### src/rtl/flaf_pkg.sv
// -----------------------------------------------------------------------------
// flaf_pkg
// Shared definitions for the functional-link adaptive filter weight-update
// control path: sequencer state encoding, default numeric format of the
// mu-scaled error sample, and a ceil(log2) helper for sizing tap indices.
// -----------------------------------------------------------------------------
package flaf_pkg;

    // Default data format shared with the multiply/update datapath.
    localparam int FLAF_WIDTH = 16;
    localparam int FLAF_FRAC  = 12;

    typedef enum logic [1:0] {
        ST_IDLE  = 2'd0,
        ST_ISSUE = 2'd1,
        ST_DRAIN = 2'd2,
        ST_DONE  = 2'd3
    } state_e;

    // Smallest r with 2**r >= n (bounded loop so it stays a constant function).
    function automatic int flaf_clog2(input int n);
        int r;
        r = 0;
        for (int i = 0; i < 31; i++) begin
            if ((1 << i) < n) begin
                r = i + 1;
            end
        end
        return r;
    endfunction

endpackage

### src/rtl/flaf_tag_pipe.sv
// -----------------------------------------------------------------------------
// flaf_tag_pipe
// PIPE-deep delay line carrying {valid, idx}. It runs in lock-step with the
// datapath pipeline so every issued tap re-emerges as a writeback strobe with
// its own index exactly PIPE cycles later. The valid bit is cleared by reset
// so nothing in flight survives an abort.
//
// Ports:
//   clk_i    in   clock, rising edge
//   rst_ni   in   asynchronous active-low clear
//   valid_i  in   issue strobe entering the pipe
//   idx_i    in   tap index entering the pipe
//   valid_o  out  issue strobe delayed by PIPE cycles
//   idx_o    out  tap index delayed by PIPE cycles
// -----------------------------------------------------------------------------
module flaf_tag_pipe #(
    parameter int PIPE = 2,
    parameter int IDXW = 3
) (
    input  logic            clk_i,
    input  logic            rst_ni,
    input  logic            valid_i,
    input  logic [IDXW-1:0] idx_i,
    output logic            valid_o,
    output logic [IDXW-1:0] idx_o
);

    logic            vld_q [PIPE];
    logic [IDXW-1:0] idx_q [PIPE];

    // Shifts every cycle; stalls upstream simply inject invalid bubbles.
    always_ff @(posedge clk_i or negedge rst_ni) begin
        if (!rst_ni) begin
            for (int i = 0; i < PIPE; i++) begin
                vld_q[i] <= 1'b0;
                idx_q[i] <= '0;
            end
        end else begin
            vld_q[0] <= valid_i;
            idx_q[0] <= idx_i;
            for (int i = 1; i < PIPE; i++) begin
                vld_q[i] <= vld_q[i-1];
                idx_q[i] <= idx_q[i-1];
            end
        end
    end

    assign valid_o = vld_q[PIPE-1];
    assign idx_o   = idx_q[PIPE-1];

endmodule

### src/rtl/flaf_wupdate_sched.sv
// -----------------------------------------------------------------------------
// flaf_wupdate_sched
// Sequencer/arbiter for the shared weight-update multiplier. Latches a new
// mu-scaled error sample, issues one tap update per cycle (yielding to the
// forward path whenever it asks for the multiplier), and tags each issue so
// the writeback strobe/index emerge PIPE cycles later.
//
// Ports:
//   clk_i          in   clock, rising edge
//   rst_ni         in   asynchronous active-low reset
//   err_valid_i    in   new mu*error sample strobe
//   mu_a_error_i   in   mu-scaled error sample
//   fwd_req_i      in   forward path wants the multiplier this cycle
//   clr_ovr_i      in   clear sticky overrun flag
//   ready_o        out  a new sample can be accepted this cycle
//   busy_o         out  sweep in progress (issue or drain)
//   err_hold_o     out  latched error sample, stable during a sweep
//   fwd_gnt_o      out  multiplier granted to forward path
//   upd_en_o       out  datapath issue strobe
//   tap_idx_o      out  tap being issued
//   wb_en_o        out  datapath result valid
//   wb_idx_o       out  tap index of the writeback
//   done_o         out  one-cycle pulse after the last writeback
//   overrun_o      out  sticky: sample arrived while not ready
// -----------------------------------------------------------------------------
module flaf_wupdate_sched
    import flaf_pkg::*;
#(
    parameter int WIDTH = FLAF_WIDTH,
    parameter int FRAC  = FLAF_FRAC,
    parameter int NTAPS = 8,
    parameter int PIPE  = 2,
    parameter int IDXW  = flaf_clog2(NTAPS)
) (
    input  logic             clk_i,
    input  logic             rst_ni,
    input  logic             err_valid_i,
    input  logic [WIDTH-1:0] mu_a_error_i,
    input  logic             fwd_req_i,
    input  logic             clr_ovr_i,
    output logic             ready_o,
    output logic             busy_o,
    output logic [WIDTH-1:0] err_hold_o,
    output logic             fwd_gnt_o,
    output logic             upd_en_o,
    output logic [IDXW-1:0]  tap_idx_o,
    output logic             wb_en_o,
    output logic [IDXW-1:0]  wb_idx_o,
    output logic             done_o,
    output logic             overrun_o
);

    // Reject configurations the sequencer cannot serve at elaboration time.
    if (FRAC > WIDTH || NTAPS < 2 || PIPE < 1 || (1 << IDXW) < NTAPS) begin : g_param_check
        $error("flaf_wupdate_sched: illegal parameter combination");
    end

    localparam logic [IDXW-1:0] LAST_IDX = IDXW'(NTAPS - 1);

    state_e           state_q, state_d;
    logic [IDXW-1:0]  cnt_q, cnt_d;
    logic [WIDTH-1:0] err_q, err_d;
    logic             ovr_q, ovr_d;

    logic             accept;
    logic             issue;
    logic             last_issue;
    logic             last_wb;
    logic             tag_valid;
    logic [IDXW-1:0]  tag_idx;

    // A sample is taken only in IDLE or DONE; DONE may chain straight into
    // the next sweep without an IDLE bubble.
    assign accept     = err_valid_i && (state_q == ST_IDLE || state_q == ST_DONE);
    assign issue      = (state_q == ST_ISSUE) && !fwd_req_i;
    assign last_issue = issue && (cnt_q == LAST_IDX);
    // Writebacks leave the pipe in issue order, so the final index marks
    // the end of the drain.
    assign last_wb    = tag_valid && (tag_idx == LAST_IDX);

    // ---------------- state register ----------------
    always_ff @(posedge clk_i or negedge rst_ni) begin
        if (!rst_ni) begin
            state_q <= ST_IDLE;
        end else begin
            state_q <= state_d;
        end
    end

    // ---------------- next-state logic ----------------
    always_comb begin
        state_d = state_q;
        unique case (state_q)
            ST_IDLE:  if (accept) state_d = ST_ISSUE;
            ST_ISSUE: if (last_issue) state_d = ST_DRAIN;
            ST_DRAIN: if (last_wb) state_d = ST_DONE;
            ST_DONE:  state_d = accept ? ST_ISSUE : ST_IDLE;
            default:  state_d = ST_IDLE;
        endcase
    end

    // ---------------- output logic ----------------
    always_comb begin
        ready_o   = (state_q == ST_IDLE) || (state_q == ST_DONE);
        busy_o    = (state_q == ST_ISSUE) || (state_q == ST_DRAIN);
        done_o    = (state_q == ST_DONE);
        fwd_gnt_o = fwd_req_i;
        upd_en_o  = issue;
        tap_idx_o = issue ? cnt_q : '0;
    end

    // ---------------- counter / sample / overrun ----------------
    always_comb begin
        cnt_d = cnt_q;
        if (accept) begin
            cnt_d = '0;
        end else if (issue && !last_issue) begin
            // Holds at LAST_IDX after the final issue, so it never wraps.
            cnt_d = cnt_q + 1'b1;
        end

        err_d = accept ? mu_a_error_i : err_q;

        // A new overrun outranks a simultaneous clear.
        ovr_d = ovr_q;
        if (err_valid_i && !accept) begin
            ovr_d = 1'b1;
        end else if (clr_ovr_i) begin
            ovr_d = 1'b0;
        end
    end

    always_ff @(posedge clk_i or negedge rst_ni) begin
        if (!rst_ni) begin
            cnt_q <= '0;
            err_q <= '0;
            ovr_q <= 1'b0;
        end else begin
            cnt_q <= cnt_d;
            err_q <= err_d;
            ovr_q <= ovr_d;
        end
    end

    assign err_hold_o = err_q;
    assign overrun_o  = ovr_q;

    flaf_tag_pipe #(
        .PIPE (PIPE),
        .IDXW (IDXW)
    ) u_tag_pipe (
        .clk_i   (clk_i),
        .rst_ni  (rst_ni),
        .valid_i (issue),
        .idx_i   (cnt_q),
        .valid_o (tag_valid),
        .idx_o   (tag_idx)
    );

    assign wb_en_o  = tag_valid;
    assign wb_idx_o = tag_idx;

endmodule

### config.mk
export PLATFORM = sky130hd
export DESIGN_NAME = flaf_wupdate_sched
export DESIGN_NICKNAME = d
export VERILOG_FILES = /design/src/rtl/flaf_pkg.sv /design/src/rtl/flaf_tag_pipe.sv /design/src/rtl/flaf_wupdate_sched.sv
export SDC_FILE = /design/constraint.sdc
export NUM_CORES = 1
export LEC_CHECK = 0
export CAP_MARGIN = 40
export CORE_MARGIN = 2
export CORE_UTILIZATION = 38
export CTS_CLUSTER_SIZE = 10
export DETAILED_ROUTE_END_ITERATION = 12
export GPL_TIMING_DRIVEN = 0
export PLACE_DENSITY = 0.76
export SETUP_SLACK_MARGIN = 0.3
export SLEW_MARGIN = 10
export SYNTH_ARGS = -nofsm -noshare
export SYNTH_HDL_FRONTEND = slang
export SYNTH_SLANG_ARGS = --single-unit
### constraint.sdc
create_clock -name clk_i -period 1.66 [get_ports clk_i]
set_input_delay 0.166 -clock clk_i [delete_from_list [all_inputs] [get_ports clk_i]]
set_output_delay 0.166 -clock clk_i [all_outputs]
set_load 0.02 [all_outputs]
==> results of run 1 <==
worst register-to-register path: stages (launching register included):
cell,delay (ps)
sky130_fd_sc_hd__dfrtp_1,400
sky130_fd_sc_hd__inv_2,110
sky130_fd_sc_hd__ha_4,220
sky130_fd_sc_hd__nand2b_4,140
sky130_fd_sc_hd__a222oi_1,430
sky130_fd_sc_hd__o21ai_1,130
sky130_fd_sc_hd__a22oi_1,200
power breakdown:
group / internal, W / total (W) / leakage [nW] / switching (W)
clock network: 0.000159 / 0.000380 / 0.0254 / 0.000221
registers: 0.00106 / 0.00123 / 0.371 / 0.000172
logic: 0.00168 / 0.00294 / 0.641 / 0.00126
layout by cell type, fill, tap and decap left out, types with 3 or more instances in the layout:
cell,Yosys,final
sky130_fd_sc_hd__dfrtp_1,30,30
sky130_fd_sc_hd__dlygate4sd2_1,0,20
sky130_fd_sc_hd__clkdlybuf4s50_1,0,19
sky130_fd_sc_hd__buf_6,1,15
sky130_fd_sc_hd__buf_4,4,14
sky130_fd_sc_hd__mux2_4,0,13
sky130_fd_sc_hd__clkbuf_4,0,5
sky130_fd_sc_hd__ha_4,0,4
sky130_fd_sc_hd__and2_4,0,3
sky130_fd_sc_hd__mux2_2,16,3
kinds of logic after synthesis:
family | after synthesis | synth area share [%]
AO/OA/AOI/OAI | 6 | 3.30
XOR/XNOR | 1 | 0.722
adder cells (fa/ha/maj) | 6 | 6.19
buffers and inverters | 10 | 5.05
AND/OR/NAND/NOR | 14 | 6.39
flip-flops | 30 | 61.9
multiplexers | 18 | 16.5
path summary, 6_finish.rpt:
check	endpoint	slack (ps)	cells past startpoint
worst max-delay path	state_q[0]$_DFFE_PN0P_	-50	6
min in group asynchronous	err_hold_o[15]$_DFFE_PN0P_	410	2
worst min register to register	u_tag_pipe.valid_o$_DFF_PN0_	350	0
worst min-delay path	u_tag_pipe.valid_o$_DFF_PN0_	350	0
max in group asynchronous	state_q[1]$_DFFE_PN0P_	830	2
worst max register to register	state_q[0]$_DFFE_PN0P_	-50	6
layout make-up:
| cell class | count | area share, % |
|---|---|---|
| plain buffers | 6 | 2.98 |
| multi-input cells | 45 | 25.8 |
| inverters | 4 | 0.802 |
| flip-flops and latches | 30 | 34.4 |
| well taps | 44 | 2.52 |
| repair buffers | 70 | 31.5 |
| clock buffers | 7 | 2.06 |
layer usage:
metal,up-vias,track usage (%)
li1,439,-
met1,451,17.8
met2,37,31.8
met3,4,8.10
met4,0,3.73
met5,-,0
metrics by stage:
step | utilization [%] | TNS (ps) | total power (W)
2_1_floorplan | - | 0 | 0.00246
3_3_place_gp | 59.0 | -1340 | 0.00323
3_5_place_dp | 58.8 | -967 | 0.00332
4_1_cts | 66.8 | 0 | 0.00411
5_1_grt | 71.5 | -1210 | 0.00484
6_report | 71.5 | -232 | 0.00455
flip-flops by register name, indices dropped and copies added (netlist names):
| register | flops |
|---|---|
| cnt_q | 3 |
| err_hold_o | 16 |
| overrun_o | 1 |
| state_q | 2 |
| u_tag_pipe.idx_o | 3 |
| u_tag_pipe.idx_q | 3 |
| u_tag_pipe.valid_o | 1 |
| u_tag_pipe.vld_q | 1 |
repair_timing:
| item | CTS | global route |
|---|---|---|
| hold buffers | 1 | 0 |
| setup endpoints to repair | 50 | 31 |
| pin swaps | 4 | 3 |
| gates cloned | 1 | 0 |
| buffers inserted | 17 | 2 |
| gates resized for setup | 79 | 34 |
| hold endpoints to repair | 30 | 0 |
synthesized netlist by cell type:
| library cell | number | area (um^2) |
|---|---|---|
| sky130_fd_sc_hd__nor2_1 | 3 | 11.3 |
| sky130_fd_sc_hd__o21ai_1 | 1 | 5.00 |
| sky130_fd_sc_hd__o21ai_0 | 2 | 10.0 |
| sky130_fd_sc_hd__a211oi_1 | 1 | 7.51 |
| sky130_fd_sc_hd__nand2_1 | 2 | 7.51 |
| sky130_fd_sc_hd__buf_4 | 4 | 30.0 |
| sky130_fd_sc_hd__ha_1 | 6 | 75.1 |
| sky130_fd_sc_hd__nand2b_1 | 2 | 12.5 |
| sky130_fd_sc_hd__buf_2 | 1 | 5.00 |
| sky130_fd_sc_hd__mux2_2 | 16 | 180 |
| sky130_fd_sc_hd__nor2b_1 | 2 | 12.5 |
| sky130_fd_sc_hd__a22oi_1 | 1 | 7.51 |
| sky130_fd_sc_hd__a222oi_1 | 1 | 10.0 |
| sky130_fd_sc_hd__buf_6 | 1 | 11.3 |
| sky130_fd_sc_hd__inv_1 | 4 | 15.0 |
| sky130_fd_sc_hd__xnor2_1 | 1 | 8.76 |
| sky130_fd_sc_hd__mux2i_1 | 2 | 20.0 |
| sky130_fd_sc_hd__dfrtp_1 | 30 | 751 |
| sky130_fd_sc_hd__nand4_1 | 1 | 6.26 |
| sky130_fd_sc_hd__and2b_2 | 1 | 8.76 |
| sky130_fd_sc_hd__and2_1 | 3 | 18.8 |
==> impl_results.html, run 1 <==
<table>
<tr><th>Metric</th><th>Value</th></tr>
<tr><th colspan="2">Run status</th></tr>
<tr><td>Outcome</td><td>finished, violations left</td></tr>
<tr><td>Violated checks</td><td>setup timing</td></tr>
<tr><th colspan="2">STA</th></tr>
<tr><td># setup viols final</td><td>10</td></tr>
<tr><td>Fmax</td><td>0.584 GHz</td></tr>
<tr><td>Worst slew pin tran</td><td>651 ps</td></tr>
<tr><td>Min cycle time layout</td><td>1710 ps</td></tr>
<tr><td>Final Max Tran Viols</td><td>0</td></tr>
<tr><td>Final Hold Vio Count</td><td>0</td></tr>
<tr><td>Max-Slew Margin vs Limit</td><td>56.6%</td></tr>
<tr><td>Clock Skews</td><td>7.33 ps</td></tr>
<tr><td>Period utilization</td><td>103%</td></tr>
<tr><td>Setup repair after global routing missed its margin</td><td>true</td></tr>
<tr><td>Worst Slack Setup Final</td><td>-52.5 ps</td></tr>
<tr><td>Worst hold-check slack</td><td>352 ps</td></tr>
<tr><th colspan="2">Power</th></tr>
<tr><td>Static power due to leakage</td><td>1.04 nW</td></tr>
<tr><td>Worst IR drop on VDD</td><td>1120 uV</td></tr>
<tr><td>Power density cells</td><td>2080 nW/um^2</td></tr>
<tr><th colspan="2">Synthesis</th></tr>
<tr><td>Post-Synthesis Mean Instance Area</td><td>14.3 um^2</td></tr>
<tr><td>Number of cells produced by synthesis</td><td>85</td></tr>
<tr><td>Count of state elements after synthesis</td><td>30</td></tr>
<tr><td>Yosys warnings</td><td>0</td></tr>
<tr><td>Register area share after synthesis</td><td>61.9%</td></tr>
<tr><td>Area of the mapped netlist</td><td>1210 um^2</td></tr>
<tr><td>Post-Syn Nets</td><td>112</td></tr>
<tr><td>Synth cell types</td><td>21</td></tr>
<tr><th colspan="2">Route</th></tr>
<tr><td>Number of DRC violations after detailed-routing iteration 0</td><td>55</td></tr>
<tr><td>Uppermost layer routed</td><td>met4</td></tr>
<tr><td>Met2 WL</td><td>1450 um</td></tr>
<tr><td>Residual antenna-violating net count after detailed routing</td><td>0</td></tr>
<tr><td>Vias post-DR</td><td>931</td></tr>
<tr><td>Final WL</td><td>2880 um</td></tr>
<tr><td>DRC errors left</td><td>0</td></tr>
<tr><td>Routed met1 length</td><td>1160 um</td></tr>
<tr><td>First-pass iteration count of the detailed router</td><td>4</td></tr>
<tr><td>Routed length per instance</td><td>14.0 um</td></tr>
<tr><td>Post-detailed-route via-to-cell ratio</td><td>4.52</td></tr>
<tr><td>Total length of routed met3 wires</td><td>250 um</td></tr>
<tr><th colspan="2">Finish</th></tr>
<tr><td>Ant. Diodes</td><td>0</td></tr>
<tr><td>Fraction of final layout cells with drive strength greater than 1</td><td>45.7%</td></tr>
<tr><td>Sequential Area</td><td>751 um^2</td></tr>
<tr><td>Layout Cell Area excl Fill</td><td>2180 um^2</td></tr>
<tr><td>Final layout net count</td><td>189</td></tr>
<tr><td>Layout-stage area growth over the synthesis result</td><td>79.9%</td></tr>
<tr><td>Area used by multi-input combinational logic</td><td>563 um^2</td></tr>
<tr><td>Non-filler cells, final</td><td>206</td></tr>
<tr><td>Fill count</td><td>230</td></tr>
<tr><th colspan="2">Global routing</th></tr>
<tr><td>Overflow after GRT</td><td>0</td></tr>
<tr><td>Initial antenna violation count</td><td>0</td></tr>
<tr><td>Wire length of the first global-routing pass</td><td>4460 um</td></tr>
<tr><td>Largest net degree at the start of global routing</td><td>31</td></tr>
<tr><td>Total global-route track usage</td><td>17.2%</td></tr>
<tr><td>Via count of the first global-routing pass</td><td>985</td></tr>
<tr><th colspan="2">Clocking</th></tr>
<tr><td>Maximum level of the CTS H-tree</td><td>2</td></tr>
<tr><td>Bufs on Longest Clock Path</td><td>2</td></tr>
<tr><td>CTS clock-pin slew for the worst setup and hold paths</td><td>80 ps</td></tr>
<tr><td>Inserted Clock Buffers</td><td>5</td></tr>
<tr><td>Clock tree root driver cell</td><td>sky130_fd_sc_hd__clkbuf_4</td></tr>
<tr><td>Clock insertion delay at the later pin of the skew report</td><td>320 ps</td></tr>
<tr><td>CTS tree</td><td>built</td></tr>
<tr><td>Num Clock Sinks</td><td>30</td></tr>
<tr><th colspan="2">Worst setup path</th></tr>
<tr><td>Type of the setup path with the least slack</td><td>reg2reg</td></tr>
<tr><td>Arr. time, crit path</td><td>1940 ps</td></tr>
<tr><td>Launching instance or port of the critical path</td><td>state_q[1]$_DFFE_PN0P_</td></tr>
<tr><td>Max FO, Critical Path</td><td>3</td></tr>
<tr><td>Worst path bufs/invs</td><td>1</td></tr>
<tr><td>Dominant delay contributor by cell family on the critical path</td><td>compound AO/OA/AOI/OAI gates</td></tr>
<tr><td>Maximum cell stage delay along the critical path</td><td>430 ps</td></tr>
<tr><td>Series of cell instances along the critical path</td><td>inv_2 &gt; ha_4 &gt; nand2b_4 &gt; a222oi_1 &gt; o21ai_1 &gt; a22oi_1</td></tr>
<tr><td>Startpoint Class</td><td>register</td></tr>
<tr><td>Required time at the endpoint of the critical path</td><td>1880 ps</td></tr>
<tr><td>Worst path slowest cell</td><td>sky130_fd_sc_hd__a222oi_1</td></tr>
<tr><td>Nature of the critical path endpoint</td><td>register</td></tr>
<tr><td>Worst r2r src</td><td>state_q[1]$_DFFE_PN0P_</td></tr>
<tr><th colspan="2">Min path</th></tr>
<tr><td>Hold path startpoint</td><td>u_tag_pipe.vld_q[1]$_DFF_PN0_</td></tr>
<tr><td>Class of the tightest hold or removal check</td><td>reg2reg</td></tr>
<tr><th colspan="2">Placement</th></tr>
<tr><td>Post-placement cell count</td><td>178</td></tr>
<tr><td>Dpl ws</td><td>-162 ps</td></tr>
<tr><td>HPWL after detailed placement</td><td>1810 um</td></tr>
<tr><td>Port bufs</td><td>49</td></tr>
<tr><td>Routability congestion estimate from global placement</td><td>0.628</td></tr>
<tr><td>Placed Area</td><td>1800 um^2</td></tr>
<tr><th colspan="2">Floorplan</th></tr>
<tr><td>Initial standard-cell utilization of the core</td><td>39.8%</td></tr>
<tr><td>Die Outline Area</td><td>3660 um^2</td></tr>
<tr><td>Core area</td><td>3050 um^2</td></tr>
<tr><td>Vertical extent of the die</td><td>60.5 um</td></tr>
<tr><td>Number of core rows</td><td>20</td></tr>
<tr><td>Count of boundary I/O pins</td><td>50</td></tr>
<tr><td>DIE WIDTH</td><td>60.5 um</td></tr>
<tr><th colspan="2">Flow run</th></tr>
<tr><td>Reported max-cap violation count</td><td>0</td></tr>
</table>
Power figures use the tool's default switching activity.
==> run 2, diff against run 1 <==
SKIP_LAST_GASP = 1   (was unset)
==> impl_results.html, run 2 (synthesis gave the netlist of run 1 again) <==
<table>
<tr><th>Metric</th><th>Value</th></tr>
<tr><th colspan="2">Run status</th></tr>
<tr><td>Outcome</td><td>finished, violations left</td></tr>
<tr><td>Violated checks</td><td>setup timing</td></tr>
<tr><th colspan="2">Placement</th></tr>
<tr><td>Port bufs</td><td>49</td></tr>
<tr><td>HPWL after detailed placement</td><td>1810 um</td></tr>
<tr><td>Dpl ws</td><td>-162 ps</td></tr>
<tr><td>Routability congestion estimate from global placement</td><td>0.628</td></tr>
<tr><td>Placed Area</td><td>1800 um^2</td></tr>
<tr><td>Post-placement cell count</td><td>178</td></tr>
<tr><th colspan="2">Power</th></tr>
<tr><td>Static power due to leakage</td><td>1.03 nW</td></tr>
<tr><td>Internal power summed over all cells</td><td>0.00288 W</td></tr>
<tr><td>Power density cells</td><td>2080 nW/um^2</td></tr>
<tr><td>Share of total power in sequential cells</td><td>27.2%</td></tr>
<tr><td>Clock power frac</td><td>8.4%</td></tr>
<tr><td>Logic pwr share</td><td>64.4%</td></tr>
<tr><td>Worst IR drop on VDD</td><td>1080 uV</td></tr>
<tr><td>Switching power summed over all nets</td><td>0.00164 W</td></tr>
<tr><td>Net switching share of the total power</td><td>36.3%</td></tr>
<tr><th colspan="2">Clocking</th></tr>
<tr><td>Bufs on Longest Clock Path</td><td>2</td></tr>
<tr><td>CTS clock-pin slew for the worst setup and hold paths</td><td>80 ps</td></tr>
<tr><td>Num Clock Sinks</td><td>30</td></tr>
<tr><td>Inserted Clock Buffers</td><td>5</td></tr>
<tr><td>Maximum level of the CTS H-tree</td><td>2</td></tr>
<tr><td>Clock insertion delay at the later pin of the skew report</td><td>320 ps</td></tr>
<tr><td>Clock tree root driver cell</td><td>sky130_fd_sc_hd__clkbuf_4</td></tr>
<tr><td>CTS tree</td><td>built</td></tr>
<tr><th colspan="2">Route</th></tr>
<tr><td>Residual antenna-violating net count after detailed routing</td><td>0</td></tr>
<tr><td>Vias post-DR</td><td>929</td></tr>
<tr><td>DRC errors left</td><td>0</td></tr>
<tr><td>Final WL</td><td>2860 um</td></tr>
<tr><td>First-pass iteration count of the detailed router</td><td>4</td></tr>
<tr><td>Number of DRC violations after detailed-routing iteration 0</td><td>46</td></tr>
<tr><td>Routed length per instance</td><td>13.9 um</td></tr>
<tr><td>Post-detailed-route via-to-cell ratio</td><td>4.51</td></tr>
<tr><th colspan="2">Finish</th></tr>
<tr><td>Ant. Diodes</td><td>0</td></tr>
<tr><td>Area used by multi-input combinational logic</td><td>556 um^2</td></tr>
<tr><td>Layout Cell Area excl Fill</td><td>2180 um^2</td></tr>
<tr><td>Layout-stage area growth over the synthesis result</td><td>79.3%</td></tr>
<tr><td>Fraction of final layout cells with drive strength greater than 1</td><td>45.7%</td></tr>
<tr><td>Sequential Area</td><td>751 um^2</td></tr>
<tr><td>Most frequent cells in the layout</td><td>sky130_fd_sc_hd__dfrtp_1, sky130_fd_sc_hd__dlygate4sd2_1, sky130_fd_sc_hd__clkdlybuf4s50_1</td></tr>
<tr><td>Non-filler cells, final</td><td>206</td></tr>
<tr><td>Post-Route Utilization</td><td>71.3%</td></tr>
<tr><td>Final layout net count</td><td>189</td></tr>
<tr><td>Fill count</td><td>234</td></tr>
<tr><td>Max reg flops</td><td>16</td></tr>
<tr><td>Most frequent standard cell in the layout excluding fill and tap cells</td><td>sky130_fd_sc_hd__dfrtp_1</td></tr>
<tr><th colspan="2">Worst setup path</th></tr>
<tr><td>Worst r2r src</td><td>state_q[1]$_DFFE_PN0P_</td></tr>
<tr><td>Destination of the worst register-to-register timing path</td><td>state_q[0]$_DFFE_PN0P_</td></tr>
<tr><td>Nature of the critical path endpoint</td><td>register</td></tr>
<tr><td>Worst reg-to-reg setup slack</td><td>-50 ps</td></tr>
<tr><td>Arr. time, crit path</td><td>1940 ps</td></tr>
<tr><td>Type of the setup path with the least slack</td><td>reg2reg</td></tr>
<tr><td>Max FO, Critical Path</td><td>3</td></tr>
<tr><td>Register-to-Register Path Depth</td><td>6</td></tr>
<tr><td>Required time at the endpoint of the critical path</td><td>1880 ps</td></tr>
<tr><td>Startpoint Class</td><td>register</td></tr>
<tr><th colspan="2">STA</th></tr>
<tr><td>Fmax</td><td>0.584 GHz</td></tr>
<tr><td># setup viols final</td><td>10</td></tr>
<tr><td>Final Max Tran Viols</td><td>0</td></tr>
<tr><td>Clock Skews</td><td>7.33 ps</td></tr>
<tr><td>Period utilization</td><td>103%</td></tr>
<tr><td>Min cycle time layout</td><td>1710 ps</td></tr>
<tr><td>Worst hold-check slack</td><td>352 ps</td></tr>
<tr><td>Setup repair after global routing missed its margin</td><td>true</td></tr>
<tr><td>Worst Slack Setup Final</td><td>-52.5 ps</td></tr>
<tr><td>Max-Slew Margin vs Limit</td><td>56.6%</td></tr>
<tr><td>Worst slew pin tran</td><td>651 ps</td></tr>
<tr><td>Final Hold Vio Count</td><td>0</td></tr>
<tr><th colspan="2">Global routing</th></tr>
<tr><td>Via count of the first global-routing pass</td><td>985</td></tr>
<tr><td>Wire length of the first global-routing pass</td><td>4460 um</td></tr>
<tr><td>Overflow after GRT</td><td>0</td></tr>
<tr><td>Initial antenna violation count</td><td>0</td></tr>
<tr><td>Largest net degree at the start of global routing</td><td>31</td></tr>
<tr><td>Total global-route track usage</td><td>17.2%</td></tr>
<tr><th colspan="2">Min path</th></tr>
<tr><td>Number of cells on the worst hold path</td><td>0</td></tr>
<tr><td>Hold Path End</td><td>u_tag_pipe.valid_o$_DFF_PN0_</td></tr>
<tr><td>Class of the tightest hold or removal check</td><td>reg2reg</td></tr>
<tr><td>Hold path startpoint</td><td>u_tag_pipe.vld_q[1]$_DFF_PN0_</td></tr>
<tr><th colspan="2">Flow run</th></tr>
<tr><td>Reported max-cap violation count</td><td>0</td></tr>
<tr><th colspan="2">Floorplan</th></tr>
<tr><td>DIE WIDTH</td><td>60.5 um</td></tr>
<tr><td>Vertical extent of the die</td><td>60.5 um</td></tr>
<tr><td>Number of core rows</td><td>20</td></tr>
<tr><td>Initial standard-cell utilization of the core</td><td>39.8%</td></tr>
<tr><td>Core area</td><td>3050 um^2</td></tr>
<tr><td>Die Outline Area</td><td>3660 um^2</td></tr>
<tr><td>Count of boundary I/O pins</td><td>50</td></tr>
</table>
==> run 2: changes by cell type in the layout (fill, tap and decap cells not counted) <==
cell,delta
sky130_fd_sc_hd__mux2_4,-2
sky130_fd_sc_hd__mux2_2,+2
==> run 2: cell type report <==
type / count / area share [%]
repair buffers: 70 / 31.6
flip-flops and latches: 30 / 34.5
inverters: 4 / 0.805
plain buffers: 6 / 2.99
multi-input cells: 45 / 25.5
well taps: 44 / 2.53
clock buffers: 7 / 2.07
==> run 2: how the worst max path moves through the flow <==
stage	start	end	slack [ps]
after floorplan	state_q[1]$_DFFE_PN0P_	state_q[0]$_DFFE_PN0P_	20
after global placement	state_q[1]$_DFFE_PN0P_	tap_idx_o[0]	-120
after detailed placement	state_q[1]$_DFFE_PN0P_	tap_idx_o[0]	-160
after CTS	state_q[0]$_DFFE_PN0P_	tap_idx_o[0]	30
after global routing	state_q[1]$_DFFE_PN0P_	state_q[0]$_DFFE_PN0P_	-200
final	state_q[1]$_DFFE_PN0P_	state_q[0]$_DFFE_PN0P_	-50
==> run 2: through the flow <==
stage,total power [W],TNS (ps)
6_report,0.00452,-225
5_1_grt,0.00481,-1190
4_1_cts,0.00411,0
2_1_floorplan,0.00246,0
3_5_place_dp,0.00332,-967
3_3_place_gp,0.00323,-1340
==> run 2: routing by layer <==
layer	global-route usage, %	routed length [um]	vias up
li1	-	-	439
met2	31.8	1440	37
met4	3.73	25	0
met5	0	0	-
met1	17.8	1140	449
met3	8.10	250	4
==> run 2: repair_timing <==
item / in CTS / in global routing
endpoints found under the hold margin: 30 / 0
endpoints found under the setup margin: 50 / 31
gates resized for setup: 79 / 32
hold buffers: 1 / 0
setup buffers: 17 / 2
pin swaps: 4 / 3
gates cloned: 1 / 0
==> run 2: power by group through the flow <==
stage | clock network (W) | logic, W | registers [W]
after floorplan | 0 | 0.000959 | 0.00150
after global placement | 0 | 0.00200 | 0.00123
after detailed placement | 0 | 0.00206 | 0.00126
after CTS | 0.000398 | 0.00249 | 0.00122
after global routing | 0.000442 | 0.00309 | 0.00127
final | 0.000380 | 0.00291 | 0.00123
==> run 2: worst max-delay path: stages, from the launching register on <==
cell	delay, ps
sky130_fd_sc_hd__dfrtp_1	400
sky130_fd_sc_hd__inv_2	110
sky130_fd_sc_hd__ha_4	220
sky130_fd_sc_hd__nand2b_4	140
sky130_fd_sc_hd__a222oi_1	430
sky130_fd_sc_hd__o21ai_1	120
sky130_fd_sc_hd__a22oi_1	200
